## config.mk

```make
export PLATFORM = sky130hd
export DESIGN_NAME = mem_port_arbiter
export DESIGN_NICKNAME = d
export VERILOG_FILES = /design/src/rtl/mem_port_arbiter.sv
export SDC_FILE = /design/constraint.sdc
export NUM_CORES = 1
export LEC_CHECK = 0
export CAP_MARGIN = 30
export CORE_ASPECT_RATIO = 0.8
export CORE_MARGIN = 2
export CORE_UTILIZATION = 40
export DETAILED_ROUTE_END_ITERATION = 12
export MAX_ROUTING_LAYER = met4
export PLACE_DENSITY = 0.84
export SLEW_MARGIN = 5
export SYNTH_ARGS = -nofsm -noshare
export SYNTH_HDL_FRONTEND = slang
export SYNTH_SLANG_ARGS = --single-unit
```

## constraint.sdc

```tcl
create_clock -name clk -period 4.9 [get_ports clk]
set_input_delay 0.98 -clock clk [delete_from_list [all_inputs] [get_ports clk]]
set_output_delay 0.98 -clock clk [all_outputs]
set_load 0.02 [all_outputs]
```

## src/rtl/mem_port_arbiter.sv

```systemverilog
// Shares one single-port, fixed-latency memory between instruction fetch and load/store.
// One access at a time: the request is latched at grant and completed with a one-cycle ready pulse.
module mem_port_arbiter #(
  parameter int MEM_LAT = 2,
  parameter int AW      = 32
) (
  input  logic          clk,
  input  logic          rst,
  input  logic          if_req,
  input  logic [AW-1:0] if_addr,
  output logic [31:0]   if_rdata,
  output logic          if_ready,
  input  logic          mem_req,
  input  logic          mem_we,
  input  logic [AW-1:0] mem_addr,
  input  logic [31:0]   mem_wdata,
  output logic [31:0]   mem_rdata,
  output logic          mem_ready,
  output logic          ram_en,
  output logic          ram_we,
  output logic [AW-1:0] ram_addr,
  output logic [31:0]   ram_wdata,
  input  logic [31:0]   ram_rdata,
  output logic          stall_if,
  output logic          stall_mem,
  output logic          busy,
  output logic          owner
);

  localparam int CW = (MEM_LAT > 1) ? $clog2(MEM_LAT) : 1;
  localparam logic [CW-1:0] CNT_INIT = CW'(MEM_LAT - 1);

  typedef enum logic [1:0] {IDLE, ACCESS, DONE} state_t;

  state_t        state, state_nxt;
  logic [CW-1:0] cnt;
  logic          lat_we;
  logic [AW-1:0] lat_addr;
  logic [31:0]   lat_wdata;
  logic          req_if_eff, req_mem_eff;
  logic          grant, grant_mem;

  // owner doubles as last_owner: it always holds the most recent grant
  always_comb begin
    state_nxt   = state;
    req_if_eff  = 1'b0;
    req_mem_eff = 1'b0;
    grant       = 1'b0;
    grant_mem   = 1'b0;
    ram_en      = 1'b0;
    if_ready    = 1'b0;
    mem_ready   = 1'b0;
    case (state)
      IDLE, DONE: begin
        if (state == DONE) begin
          if_ready    = ~owner;
          mem_ready   = owner;
          req_if_eff  = if_req & owner;
          req_mem_eff = mem_req & ~owner;
        end else begin
          req_if_eff  = if_req;
          req_mem_eff = mem_req;
        end
        grant     = req_if_eff | req_mem_eff;
        grant_mem = req_mem_eff & (~req_if_eff | ~owner);
        state_nxt = grant ? ACCESS : IDLE;
      end
      ACCESS: begin
        ram_en = 1'b1;
        if (cnt == '0) state_nxt = DONE;
      end
      default: state_nxt = IDLE;
    endcase
  end

  assign busy      = (state != IDLE);
  assign ram_we    = ram_en & lat_we;
  assign ram_addr  = lat_addr;
  assign ram_wdata = lat_wdata;
  assign stall_if  = if_req & ~if_ready;
  assign stall_mem = mem_req & ~mem_ready;

  always_ff @(posedge clk or posedge rst) begin
    if (rst) state <= IDLE;
    else     state <= state_nxt;
  end

  always_ff @(posedge clk or posedge rst) begin
    if (rst) begin
      cnt       <= '0;
      owner     <= 1'b0;
      lat_we    <= 1'b0;
      lat_addr  <= '0;
      lat_wdata <= '0;
      if_rdata  <= '0;
      mem_rdata <= '0;
    end else if (grant) begin
      owner     <= grant_mem;
      cnt       <= CNT_INIT;
      lat_we    <= grant_mem & mem_we;
      lat_addr  <= grant_mem ? mem_addr : if_addr;
      lat_wdata <= grant_mem ? mem_wdata : '0;
    end else if (state == ACCESS) begin
      if (cnt != '0) begin
        cnt <= cnt - 1'b1;
      end else if (!lat_we) begin
        // read data is valid only in the last access cycle
        if (owner) mem_rdata <= ram_rdata;
        else       if_rdata  <= ram_rdata;
      end
    end
  end

endmodule

```

Word level (Yosys, flattened, before mapping)
Cells that the tools add are included.
Cells by class
  add/sub/neg operators: 1
  equal/unequal tests: 3
  multiplexer cells: 19
  bitwise gates (word level): 16
  reduce and logical (&&, ||, !) cells: 6
Operator list (number)
  $mux W32: 2
  $mux W1: 15
  $reduce_and A5 Y1: 2
  $and A1 B1 Y1: 7
  $not A1 Y1: 7
  $pmux W2 S2: 1
  $reduce_bool A2 Y1: 2
  $eq A2 B1 Y1 const B: 1
  $eq A2 B2 Y1 const B: 1
  $logic_not A2 Y1: 1
  $mux W2: 1
  $ne A2 B2 Y1 const B: 1
  $or A1 B1 Y1: 2
  $reduce_or A2 Y1: 1
  $sub A1 B1 Y1 const B: 1
Storage, ports and cells
  flip-flop bits (word level): 133
  input bits: 133
  output and inout bits: 136

Depth between registers and ports, before layout
Gate-level depths: netlist of run 1.
  word-level depth: 8
  gate-level depth with buffers: 7

Least setup slack after synthesis of run 1
No wires, ideal clock.
  path type: register to output
  start: register owner
  end: output port stall_if
  arrival time: 1440 ps
  data required time: 3920 ps
  path slack: 2480 ps
  stages on the path, launching flop included: 4
  cell sequence: dfrtp_1 -> buf_6 -> nor3b_1 -> nor2b_1
Between the ends
  longest elaborated chain between the ends: 5
Ends and longest elaborated chain
  start, declared: line 27  | output logic owner
  start signal, assigned: line 98  | owner <= grant_mem;
  $not A1 Y1 (no source line)
  $mux W1: line 55  | if (state == DONE) begin
  $mux W1: line 53  | case (state)
  named net if_ready: line 12  | output logic if_ready,
  $not A1 Y1: line 80  | assign stall_if = if_req & ~if_ready;
  $and A1 B1 Y1: line 80
  end, declared: line 24  | output logic stall_if,
The timed path passes the listed nets, and every way through them passes these cells.

Worst setup path after layout of run 1
  start: input port mem_req
  end: output port stall_mem
Between the ends
  longest elaborated chain between the ends: 1
Ends and longest elaborated chain
  start, declared: line 13  | input logic mem_req,
  $and A1 B1 Y1: line 81  | assign stall_mem = mem_req & ~mem_ready;
  end, declared: line 25  | output logic stall_mem,
No other way between the ends.

==> summary.log, run 1 <==
qor: placement.dp_cells 834
qor: status.outcome completed
qor: floorplanning.die_height 107 um
qor: power_and_ir_drop.power_density 735 mW/mm2
qor: synthesis.ys_dominant_reg_cell sky130_fd_sc_hd__dfrtp_1
qor: run.maxCapViolCount 0
qor: placement.dp_hpwl 10.8 mm
qor: floorplanning.placement_rows 37
qor: worst_setup_path.r2r_setup_slack 2.63 ns
qor: sta.finalClockSkew 0.00557 ns
qor: detailed_routing.routed_wire_length_per_instance 17.7 um
qor: synthesis.async_flop_share 100%
qor: grt.grt_max_degree 65
qor: hold_path.min_path_type reg2reg
qor: layout.syn2layout_area_growth 66.0%
qor: worst_setup_path.worstSetupPathType in2out
qor: clocking.cts_tree done
qor: synthesis.synth_commonest_cells 133 x sky130_fd_sc_hd__dfrtp_1, 68 x sky130_fd_sc_hd__nand2_1, 48 x sky130_fd_sc_hd__mux2_1, 35 x sky130_fd_sc_hd__nor2_1, 33 x sky130_fd_sc_hd__a22o_1
qor: layout.layoutNonFillerInstCount 866
qor: synthesis.warnings_from_yosys 0
qor: sta.max_slew.worst_pin.slew 0.903 ns
qor: worst_setup_path.worst-path-max-fanout 4
qor: layout.final_nets 811
qor: worst_setup_path.critical_path_arrival 2.34 ns
qor: power_and_ir_drop.ir_drop 0.414 mV
qor: detailed_routing.vias_per_cell 4.95
qor: sta.relSlewSlack 39.5%
qor: worst_setup_path.regToRegEndpoint mem_rdata[4]
qor: grt.global_route_wire_length_before_repair 23.8 mm
qor: grt.grt_pass1_vias 4584
qor: worst_setup_path.r2r_start state[1]
qor: floorplanning.start_util 40.9%
qor: clocking.clock_pin_slew_on_the_worst_setup_and_hold_paths 0.06 ns
qor: worst_setup_path.critPathRequiredTime 3.92 ns
qor: synthesis.synth_edf_count 0
qor: detailed_routing.final_antenna_net_count 0
qor: floorplanning.top_level_ports 269
qor: clocking.clock-root-buffer sky130_fd_sc_hd__clkbuf_16
qor: clocking.clock-sinks 133
qor: synthesis.post_synthesis_sequential_element_count 133
qor: worst_setup_path.startpoint_type input port
qor: sta.timing.final.crit_period 3.32 ns
qor: placement.placement.cell_area 0.00810 mm2
qor: synthesis.instance_count_of_the_mapped_netlist 412
qor: synthesis.syn_area 0.00527 mm2
qor: placement.globalplace.congestion 0.880
qor: detailed_routing.detail_route.wirelength 15.3 mm
qor: synthesis.post_synth_top_area_share 63.2%
qor: grt.antenna_violations_before_repair 0
qor: clocking.cts-htree-levels 4
qor: synthesis.post_synth_main_area_contributors sky130_fd_sc_hd__dfrtp_1 63%, sky130_fd_sc_hd__mux2_1 10%, sky130_fd_sc_hd__a22o_1 5.5%, sky130_fd_sc_hd__nand2_1 4.8%, sky130_fd_sc_hd__a31oi_1 3.8%
qor: synthesis.avg_inst_size_synth 12.8 um2
qor: worst_setup_path.worst-r2r-cell-count 4
qor: hold_path.worst_hold_startpoint if_rdata[21]
qor: clocking.post_cts_resize_count 0
qor: sta.hold-worst-slack 0.483 ns
qor: floorplanning.die-area 0.0141 mm2
qor: power_and_ir_drop.p_leak 3.69 nW
qor: clocking.cts-root-to-sink-buffers 2
qor: clocking.clock_latency 0.42 ns
qor: detailed_routing.detailroute.via_count 4285
qor: sta.slew_viol_final 0
qor: detailed_routing.dr.pass1.iters 7
qor: detailed_routing.detail_route.drc_violations 0
qor: sta.timing.final.crit_share 67.7%
qor: sta.timing_hold_violations_final 0
qor: worst_setup_path.crit_path_end_kind output pin
qor: sta.rsz_0062_raised_after_global_routing no
qor: grt.globalRoute.totalOverflow 0
qor: synthesis.synthesis.nets 545
qor: clocking.postCtsHoldBufs 0
qor: layout.insertedDiodeCount 0
qor: layout.layout.core_utilization 68.0%
qor: clocking.total_clock_buffers_created_by_cts 17
qor: synthesis.synth.lib_cells_used.distinct 27
qor: sta.timing.setup.tns 0 ns
qor: worst_setup_path.critPathCapture stall_mem
qor: hold_path.whs_path_depth 1
qor: synthesis.synth_sequential_area_ratio 63.2%
qor: synthesis.synthDominantAreaCellType sky130_fd_sc_hd__dfrtp_1
qor: sta.maxClockFrequency 302 MHz
qor: floorplanning.fp.coreArea 0.0129 mm2
qor: placement.numPortBuffers 268
qor: clocking.cts.repair_timing.setup_buffer_count 0
qor: worst_setup_path.critPathLaunch mem_req
qor: layout.stdcell_area 0.00875 mm2
qor: floorplanning.die_width 132 um
qor: grt.gr-usage-all-layers 22.5%
qor: sta.setup_viol_count_final 0
qor: layout.final_layout_size_suffix_gt1_share 9.26%
qor: synthesis.synth_most_common_cell sky130_fd_sc_hd__dfrtp_1
qor: detailed_routing.drt_first_iter_violations 192
-- metrics by stage --
step                      power [mW]  setup slack (ns)
final                           6.43              1.58
after global routing            6.74              1.51
after CTS                       6.49              1.58
after detailed placement        5.08              1.59
after global placement          4.94              1.60
after floorplan                 3.59             0.366
-- layout by cell type, fill, tap and decap left out, drive strengths merged --
cell,count
nand2,68
nand2b,2
buf,7
nor2,36
bufinv,4
and2,2
a31oi,32
nand3b,1
a22o,33
inv,2
a311oi,1
or2,1
mux2,64
a311o,1
clkdlybuf4s50,268
clkinv,3
nor4,1
dfrtp,133
nor3b,1
nor2b,3
and3b,1
o21ai,1
clkbuf,20
o22a,1
clkinvlp,5
-- logic make-up (layout without fill, tap and decap cells) --
family                 after synthesis  after routing  synth area share [%]
AO/OA/AOI/OAI                       69             69                  10.0
buffers and inverters               30            309                  3.59
flip-flops                         133            133                  63.2
multiplexers                        64             64                  13.7
AND/OR/NAND/NOR                    116            116                  9.53
-- cell type report --
cell class,instances,area [um2]
Clock buffer,20,467
Clock inverter,12,176
Fill cell,962,4120
Inverter,2,10.0
Multi-Input combinational cell,249,1760
Sequential cell,133,3330
Tap cell,175,219
Timing Repair Buffer,275,2780
-- layer usage --
layer	global-route usage, %	part of all wire [%]	up-vias
met5	-	0	-
met2	39.4	52	162
met4	9.60	2.6	0
met3	6.57	6.0	27
met1	24.2	40	2119
li1	-	-	1977
-- flip-flops by register name, indices dropped and copies added (netlist names) --
| register | cells |
|---|---|
| if_rdata | 32 |
| mem_rdata | 32 |
| ram_addr | 32 |
| ram_wdata | 32 |
| state | 2 |
| cnt | 1 |
| lat_we | 1 |
| owner | 1 |
-- how the worst min path moves through the flow --
stage / slack [ns] / end
2_1_floorplan: 0.52 / state[1]
3_3_place_gp: 0.47 / if_rdata[12]
3_5_place_dp: 0.47 / if_rdata[29]
4_1_cts: 0.49 / if_rdata[18]
5_1_grt: 0.50 / if_rdata[29]
6_report: 0.48 / if_rdata[21]
-- power by group --
part	switching [mW]	total, mW	internal (mW)
Sequential	0.336	2.00	1.66
Combinational	1.54	3.07	1.53
Clock	0.476	1.37	0.890
Total	2.35	6.43	4.08
-- critical path, stage by stage --
cell and delay (ns):
sky130_fd_sc_hd__clkdlybuf4s50_1 0.58, sky130_fd_sc_hd__nor2b_1 0.17, sky130_fd_sc_hd__clkdlybuf4s50_1 0.61
Note: power is estimated with default switching activity, not from simulation.
==> run 2, diff against run 1 <==
- clock period: 4.9 -> 3.2 ns (I/O delays scaled with it)
==> run 2 against run 1 <==
  * Non-clock buffer count decreased by 1
  * Global-route usage decreased by 0.95 points
  * Die area unchanged
  * Combinational power is 52% higher
  * Final area down 0.70%
==> summary.log, run 2 (synthesis results as in run 1) <==
qor: grt.grt_max_degree 134
qor: floorplanning.die_width 132 um
qor: power_and_ir_drop.power_switching 3.57 mW
qor: hold_path.whs_path_depth 1
qor: grt.grt_pass1_vias 4510
qor: clocking.total_clock_buffers_created_by_cts 17
qor: detailed_routing.final_antenna_net_count 0
qor: worst_setup_path.crit_path_end_kind output pin
qor: grt.globalRouteMet1Util 25.0%
qor: worst_setup_path.r2r_start state[1]
qor: grt.gr-usage-met3 5.58%
qor: worst_setup_path.worst-r2r-cell-count 4
qor: worst_setup_path.worstSetupPathDepth 2
qor: detailed_routing.detailroute.via_count 4249
qor: placement.placement.cell_area 0.00809 mm2
qor: sta.maxClockFrequency 379 MHz
qor: layout.insertedDiodeCount 0
qor: layout.most_common_library_cell_in_the_layout_ignoring_fill_and_taps sky130_fd_sc_hd__clkdlybuf4s50_1
qor: clocking.clock_latency 0.40 ns
qor: detailed_routing.dr.pass1.iters 4
qor: floorplanning.placement_rows 37
qor: power_and_ir_drop.internal_power 6.12 mW
qor: placement.numPortBuffers 268
qor: power_and_ir_drop.ir_drop 0.586 mV
qor: clocking.cts.repair_timing.setup_buffer_count 0
qor: clocking.postCtsHoldBufs 0
qor: clocking.cts-htree-levels 4
qor: worst_setup_path.startpoint_type flop
qor: worst_setup_path.critical_path_arrival 2.00 ns
qor: power_and_ir_drop.p_leak 3.66 nW
qor: placement.globalplace.congestion 0.839
qor: worst_setup_path.worstSetupPathType reg2out
qor: power_and_ir_drop.clock_power_share 20.2%
qor: grt.globalRoute.totalOverflow 0
qor: worst_setup_path.cp_cell_sequence nor3b_1 -> clkdlybuf4s50_1
qor: clocking.clock_pin_slew_on_the_worst_setup_and_hold_paths 0.06 ns
qor: worst_setup_path.r2r_setup_slack 0.91 ns
qor: floorplanning.top_level_ports 269
qor: sta.slew_viol_final 0
qor: layout.layout.core_utilization 67.5%
qor: sta.max_slew.worst_pin.slew 0.920 ns
qor: floorplanning.fp.coreArea 0.0129 mm2
qor: power_and_ir_drop.switching_share 36.8%
qor: grt.peak_usage_layer_in_the_global_routing_report met2
qor: clocking.clock-root-buffer sky130_fd_sc_hd__clkbuf_16
qor: worst_setup_path.worstPathBufferInverterCount 1
qor: sta.relSlewSlack 38.4%
qor: worst_setup_path.critPathRequiredTime 2.56 ns
qor: layout.syn2layout_area_growth 64.9%
qor: status.outcome completed
qor: worst_setup_path.regToRegEndpoint mem_rdata[19]
qor: floorplanning.die-area 0.0141 mm2
qor: worst_setup_path.worst-path-max-fanout 9
qor: clocking.cts-root-to-sink-buffers 2
qor: layout.mostFrequentLayoutCells 268 x sky130_fd_sc_hd__clkdlybuf4s50_1, 133 x sky130_fd_sc_hd__dfrtp_1, 68 x sky130_fd_sc_hd__nand2_1, 48 x sky130_fd_sc_hd__mux2_1, 35 x sky130_fd_sc_hd__nor2_1
qor: grt.antenna_violations_before_repair 0
qor: layout.layoutNonFillerInstCount 864
qor: power_and_ir_drop.power 9.68 mW
qor: placement.dp_hpwl 10.5 mm
qor: layout.final_layout_size_suffix_gt1_share 8.85%
qor: grt.gr-usage-all-layers 21.6%
qor: sta.finalClockSkew 0.0107 ns
qor: worst_setup_path.cpLargestDelayFamily buffers and inverters
qor: detailed_routing.vias_per_cell 4.92
qor: clocking.cts_tree done
qor: detailed_routing.drt_first_iter_violations 234
qor: sta.setup_viol_count_final 0
qor: sta.timing.setup.tns 0 ns
qor: detailed_routing.detail_route.drc_violations 0
qor: layout.final_nets 810
qor: detailed_routing.detail_route.wirelength 14.7 mm
qor: hold_path.whs_endpoint if_rdata[1]
qor: sta.timing.final.crit_period 2.64 ns
qor: worst_setup_path.slowest_delay 0.71 ns
qor: hold_path.worst_hold_startpoint if_rdata[1]
qor: sta.timing_hold_violations_final 0
qor: worst_setup_path.crit_slowest_cell sky130_fd_sc_hd__clkdlybuf4s50_1
qor: run.maxCapViolCount 0
qor: placement.dp_cells 833
qor: clocking.post_cts_resize_count 0
qor: sta.timing.final.crit_share 82.5%
qor: grt.global_route_wire_length_before_repair 23.4 mm
qor: power_and_ir_drop.pwr-share-seq 31.7%
qor: grt.use_met2 37.4%
qor: sta.rsz_0062_raised_after_global_routing no
qor: detailed_routing.routed_wire_length_per_instance 17.0 um
qor: power_and_ir_drop.power_density 1110 mW/mm2
qor: floorplanning.die_height 107 um
qor: floorplanning.start_util 40.9%
qor: hold_path.min_path_type reg2reg
qor: layout.stdcell_area 0.00868 mm2
qor: power_and_ir_drop.p_comb_share 48.2%
qor: clocking.clock-sinks 133
[run 2: how the worst max path moves through the flow]
stage                   from          end
floorplan                rst          cnt
global placement     mem_req    stall_mem
detailed placement   mem_req  ram_addr[4]
CTS                 state[1]       ram_we
global route        state[1]       ram_we
finish                 owner     if_ready
[run 2: power groups by stage]
stage          sequential [mW]  combinational, mW  clock, mW
2_1_floorplan             4.01               1.48          0
3_3_place_gp              3.02               4.58          0
3_5_place_dp              3.07               4.70          0
4_1_cts                   3.07               4.71       1.99
5_1_grt                   3.17               4.94       2.07
6_report                  3.07               4.66       1.95
[run 2: cell type report]
type                    instances  area (um2)
multi-input cells             249        1760
flip-flops and latches        133        3330
inverters                       2        11.3
clock inverters                12         155
fillers                       978        4190
clock buffers                  19         443
repair buffers                274        2770
well taps                     175         219
[run 2: through the flow]
| stage | setup slack [ns] | hold slack [ns] |
|---|---|---|
| final | 0.559 | 0.481 |
| after global routing | 0.421 | 0.498 |
| after CTS | 0.539 | 0.485 |
| after detailed placement | 0.542 | 0.474 |
| after global placement | 0.583 | 0.467 |
| after floorplan | 0.909 | 0.519 |
[run 2: metal layers]
layer / part of all wire (%) / vias to the layer above / wire [um]
met5: 0 / - / 0
met4: 2.0 / 0 / 295
met3: 6.1 / 23 / 903
met2: 52 / 183 / 7580
met1: 40 / 2072 / 5930
li1: - / 1971 / -
==> run 3, diff against run 2 <==
- clock period: 3.2 -> 2.43 ns (I/O delays scaled with it)
==> run 3 against run 2 <==
  * Combinational power rose by 33%
  * Highest routed layer unchanged
  * Sequential power rose by 31%
  * Sequential cell count did not move
  * Register-to-register slack got worse by 0.30 ns
  * Final area rose by 0.84%
  * First-iteration DRC count fell by 26%
  * Critical path type unchanged
  * Non-clock buffer count rose by 4
  * Via count fell by 0.12%
  * Setup slack got worse by 0.47 ns
  * Utilization rose by 0.56 points
==> summary.log, run 3 (synthesis results as in run 1) <==
qor: power_and_ir_drop.clock_power_share 20.2%
qor: floorplanning.die-area 0.0141 mm2
qor: floorplanning.top_level_ports 269
qor: power_and_ir_drop.ir_drop 0.739 mV
qor: sta.slew_viol_final 0
qor: clocking.cts-root-to-sink-buffers 2
qor: worst_setup_path.regToRegEndpoint if_rdata[5]
qor: clocking.clock-sinks 133
qor: worst_setup_path.startpoint_type flop
qor: power_and_ir_drop.power_density 1460 mW/mm2
qor: worst_setup_path.critical_path_arrival 1.85 ns
qor: worst_setup_path.worstPathBufferInverterCount 1
qor: worst_setup_path.r2r_setup_slack 0.61 ns
qor: sta.timing.final.crit_period 2.34 ns
qor: placement.globalplace.congestion 0.838
qor: detailed_routing.routed_wire_length_per_instance 16.9 um
qor: clocking.clock-root-buffer sky130_fd_sc_hd__clkbuf_16
qor: worst_setup_path.cpLargestDelayFamily buffers and inverters
qor: clocking.total_clock_buffers_created_by_cts 17
qor: grt.grt_pass1_vias 4487
qor: sta.maxClockFrequency 428 MHz
qor: detailed_routing.detailroute.via_count 4244
qor: sta.finalClockSkew 0.00449 ns
qor: sta.timing.final.crit_share 96.2%
qor: hold_path.worst_hold_startpoint if_rdata[26]
qor: detailed_routing.detail_route.wirelength 14.6 mm
qor: detailed_routing.final_antenna_net_count 0
qor: layout.most_common_library_cell_in_the_layout_ignoring_fill_and_taps sky130_fd_sc_hd__clkdlybuf4s50_1
qor: worst_setup_path.cp_cell_sequence and3b_1 -> clkdlybuf4s50_1
qor: layout.syn2layout_area_growth 66.2%
qor: sta.rsz_0062_raised_after_global_routing no
qor: detailed_routing.drt_first_iter_violations 174
qor: floorplanning.fp.coreArea 0.0129 mm2
qor: placement.dp_cells 837
qor: worst_setup_path.slowest_delay 0.62 ns
qor: sta.max_slew.worst_pin.slew 0.455 ns
qor: detailed_routing.vias_per_cell 4.90
qor: layout.layoutNonFillerInstCount 867
qor: worst_setup_path.crit_slowest_cell sky130_fd_sc_hd__clkdlybuf4s50_1
qor: sta.timing_hold_violations_final 0
qor: layout.insertedDiodeCount 0
qor: floorplanning.start_util 40.9%
qor: detailed_routing.detail_route.drc_violations 0
qor: grt.globalRoute.totalOverflow 0
qor: power_and_ir_drop.switching_share 36.4%
qor: power_and_ir_drop.internal_power 8.14 mW
qor: grt.antenna_violations_before_repair 0
qor: run.maxCapViolCount 0
qor: grt.gr-usage-all-layers 22.2%
qor: worst_setup_path.r2r_start state[1]
qor: sta.setup_viol_count_final 0
qor: worst_setup_path.crit_path_end_kind output pin
qor: worst_setup_path.worstSetupPathType reg2out
qor: status.outcome completed
qor: detailed_routing.dr.pass1.iters 4
qor: sta.timing.setup.tns 0 ns
qor: placement.dp_hpwl 10.6 mm
qor: hold_path.whs_endpoint if_rdata[26]
qor: worst_setup_path.worst-path-max-fanout 9
qor: clocking.clock_pin_slew_on_the_worst_setup_and_hold_paths 0.05 ns
qor: hold_path.min_path_type reg2reg
qor: grt.grt_max_degree 77
qor: grt.global_route_wire_length_before_repair 23.6 mm
qor: layout.final_nets 814
qor: power_and_ir_drop.p_leak 3.72 nW
qor: power_and_ir_drop.power_switching 4.66 mW
qor: clocking.cts.repair_timing.setup_buffer_count 0
qor: power_and_ir_drop.pwr-share-seq 31.5%
qor: clocking.cts-htree-levels 4
qor: layout.final_layout_size_suffix_gt1_share 9.39%
qor: floorplanning.die_height 107 um
qor: worst_setup_path.worst-r2r-cell-count 4
qor: hold_path.whs_path_depth 1
qor: floorplanning.die_width 132 um
qor: sta.relSlewSlack 69.7%
qor: floorplanning.placement_rows 37
qor: clocking.clock_latency 0.41 ns
qor: layout.layout.core_utilization 68.0%
qor: worst_setup_path.critPathRequiredTime 1.94 ns
qor: power_and_ir_drop.p_comb_share 48.3%
qor: sta.hold-worst-slack 0.483 ns
qor: placement.numPortBuffers 268
qor: layout.mostFrequentLayoutCells 265 x sky130_fd_sc_hd__clkdlybuf4s50_1, 133 x sky130_fd_sc_hd__dfrtp_1, 68 x sky130_fd_sc_hd__nand2_1, 48 x sky130_fd_sc_hd__mux2_1, 35 x sky130_fd_sc_hd__nor2_1
qor: clocking.cts_tree done
run 3: changes by cell type in the layout (fill, tap and decap cells not counted), moves of 2 or more:
cell / delta
sky130_fd_sc_hd__buf_12: +3
sky130_fd_sc_hd__clkdlybuf4s50_1: -3
sky130_fd_sc_hd__clkbuf_8: +2
sky130_fd_sc_hd__clkinvlp_4: -2
sky130_fd_sc_hd__dlygate4sd2_1: +2
run 3: power by group through the flow:
| stage | Clock [mW] | Sequential (mW) | Combinational, mW |
|---|---|---|---|
| 3_3_place_gp | 0 | 3.97 | 6.10 |
| 2_1_floorplan | 0 | 5.29 | 1.95 |
| 4_1_cts | 2.64 | 4.05 | 6.26 |
| 5_1_grt | 2.74 | 4.19 | 6.55 |
| 3_5_place_dp | 0 | 4.04 | 6.25 |
| 6_report | 2.58 | 4.03 | 6.18 |
run 3: per-layer routing:
layer | track usage, % | wire [um] | vias to the layer above
li1 | - | - | 1984
met1 | 26.2 | 5980 | 2045
met2 | 36.7 | 7360 | 183
met3 | 5.06 | 898 | 32
met4 | 10.4 | 408 | 0
met5 | - | 0 | -
run 3: how the worst max path moves through the flow:
stage | start | end | slack [ns] | cells after the start
floorplan | rst | cnt | 0.29 | 1
global route | owner | mem_ready | 0.006 | 2
global placement | if_req | stall_if | 0.19 | 3
CTS | state[1] | ram_en | 0.02 | 3
finish | owner | mem_ready | 0.09 | 2
detailed placement | if_req | stall_if | 0.15 | 3
run 3: through the flow:
stage | power [mW] | cell area [um2] | setup slack, ns
2_1_floorplan | 7.24 | 5270 | 0.293
3_3_place_gp | 10.1 | 8150 | 0.186
3_5_place_dp | 10.3 | 8150 | 0.149
4_1_cts | 12.9 | 8750 | 0.0244
5_1_grt | 13.5 | 8760 | 0.00575
6_report | 12.8 | 8760 | 0.0924
run 3: cell type report:
type	count	area (um2)
inverter	2	11.3
timing repair buffer	278	2830
clock inverter	9	128
clock buffer	21	470
tap	175	219
sequential	133	3330
multi-input combinational	249	1770
fill	955	4110
run 3: timing repair:
| item | in CTS | in global routing |
|---|---|---|
| setup endpoints to repair | 4 | 1 |
| resized for setup | 3 | 1 |
| hold buffers | 0 | 0 |
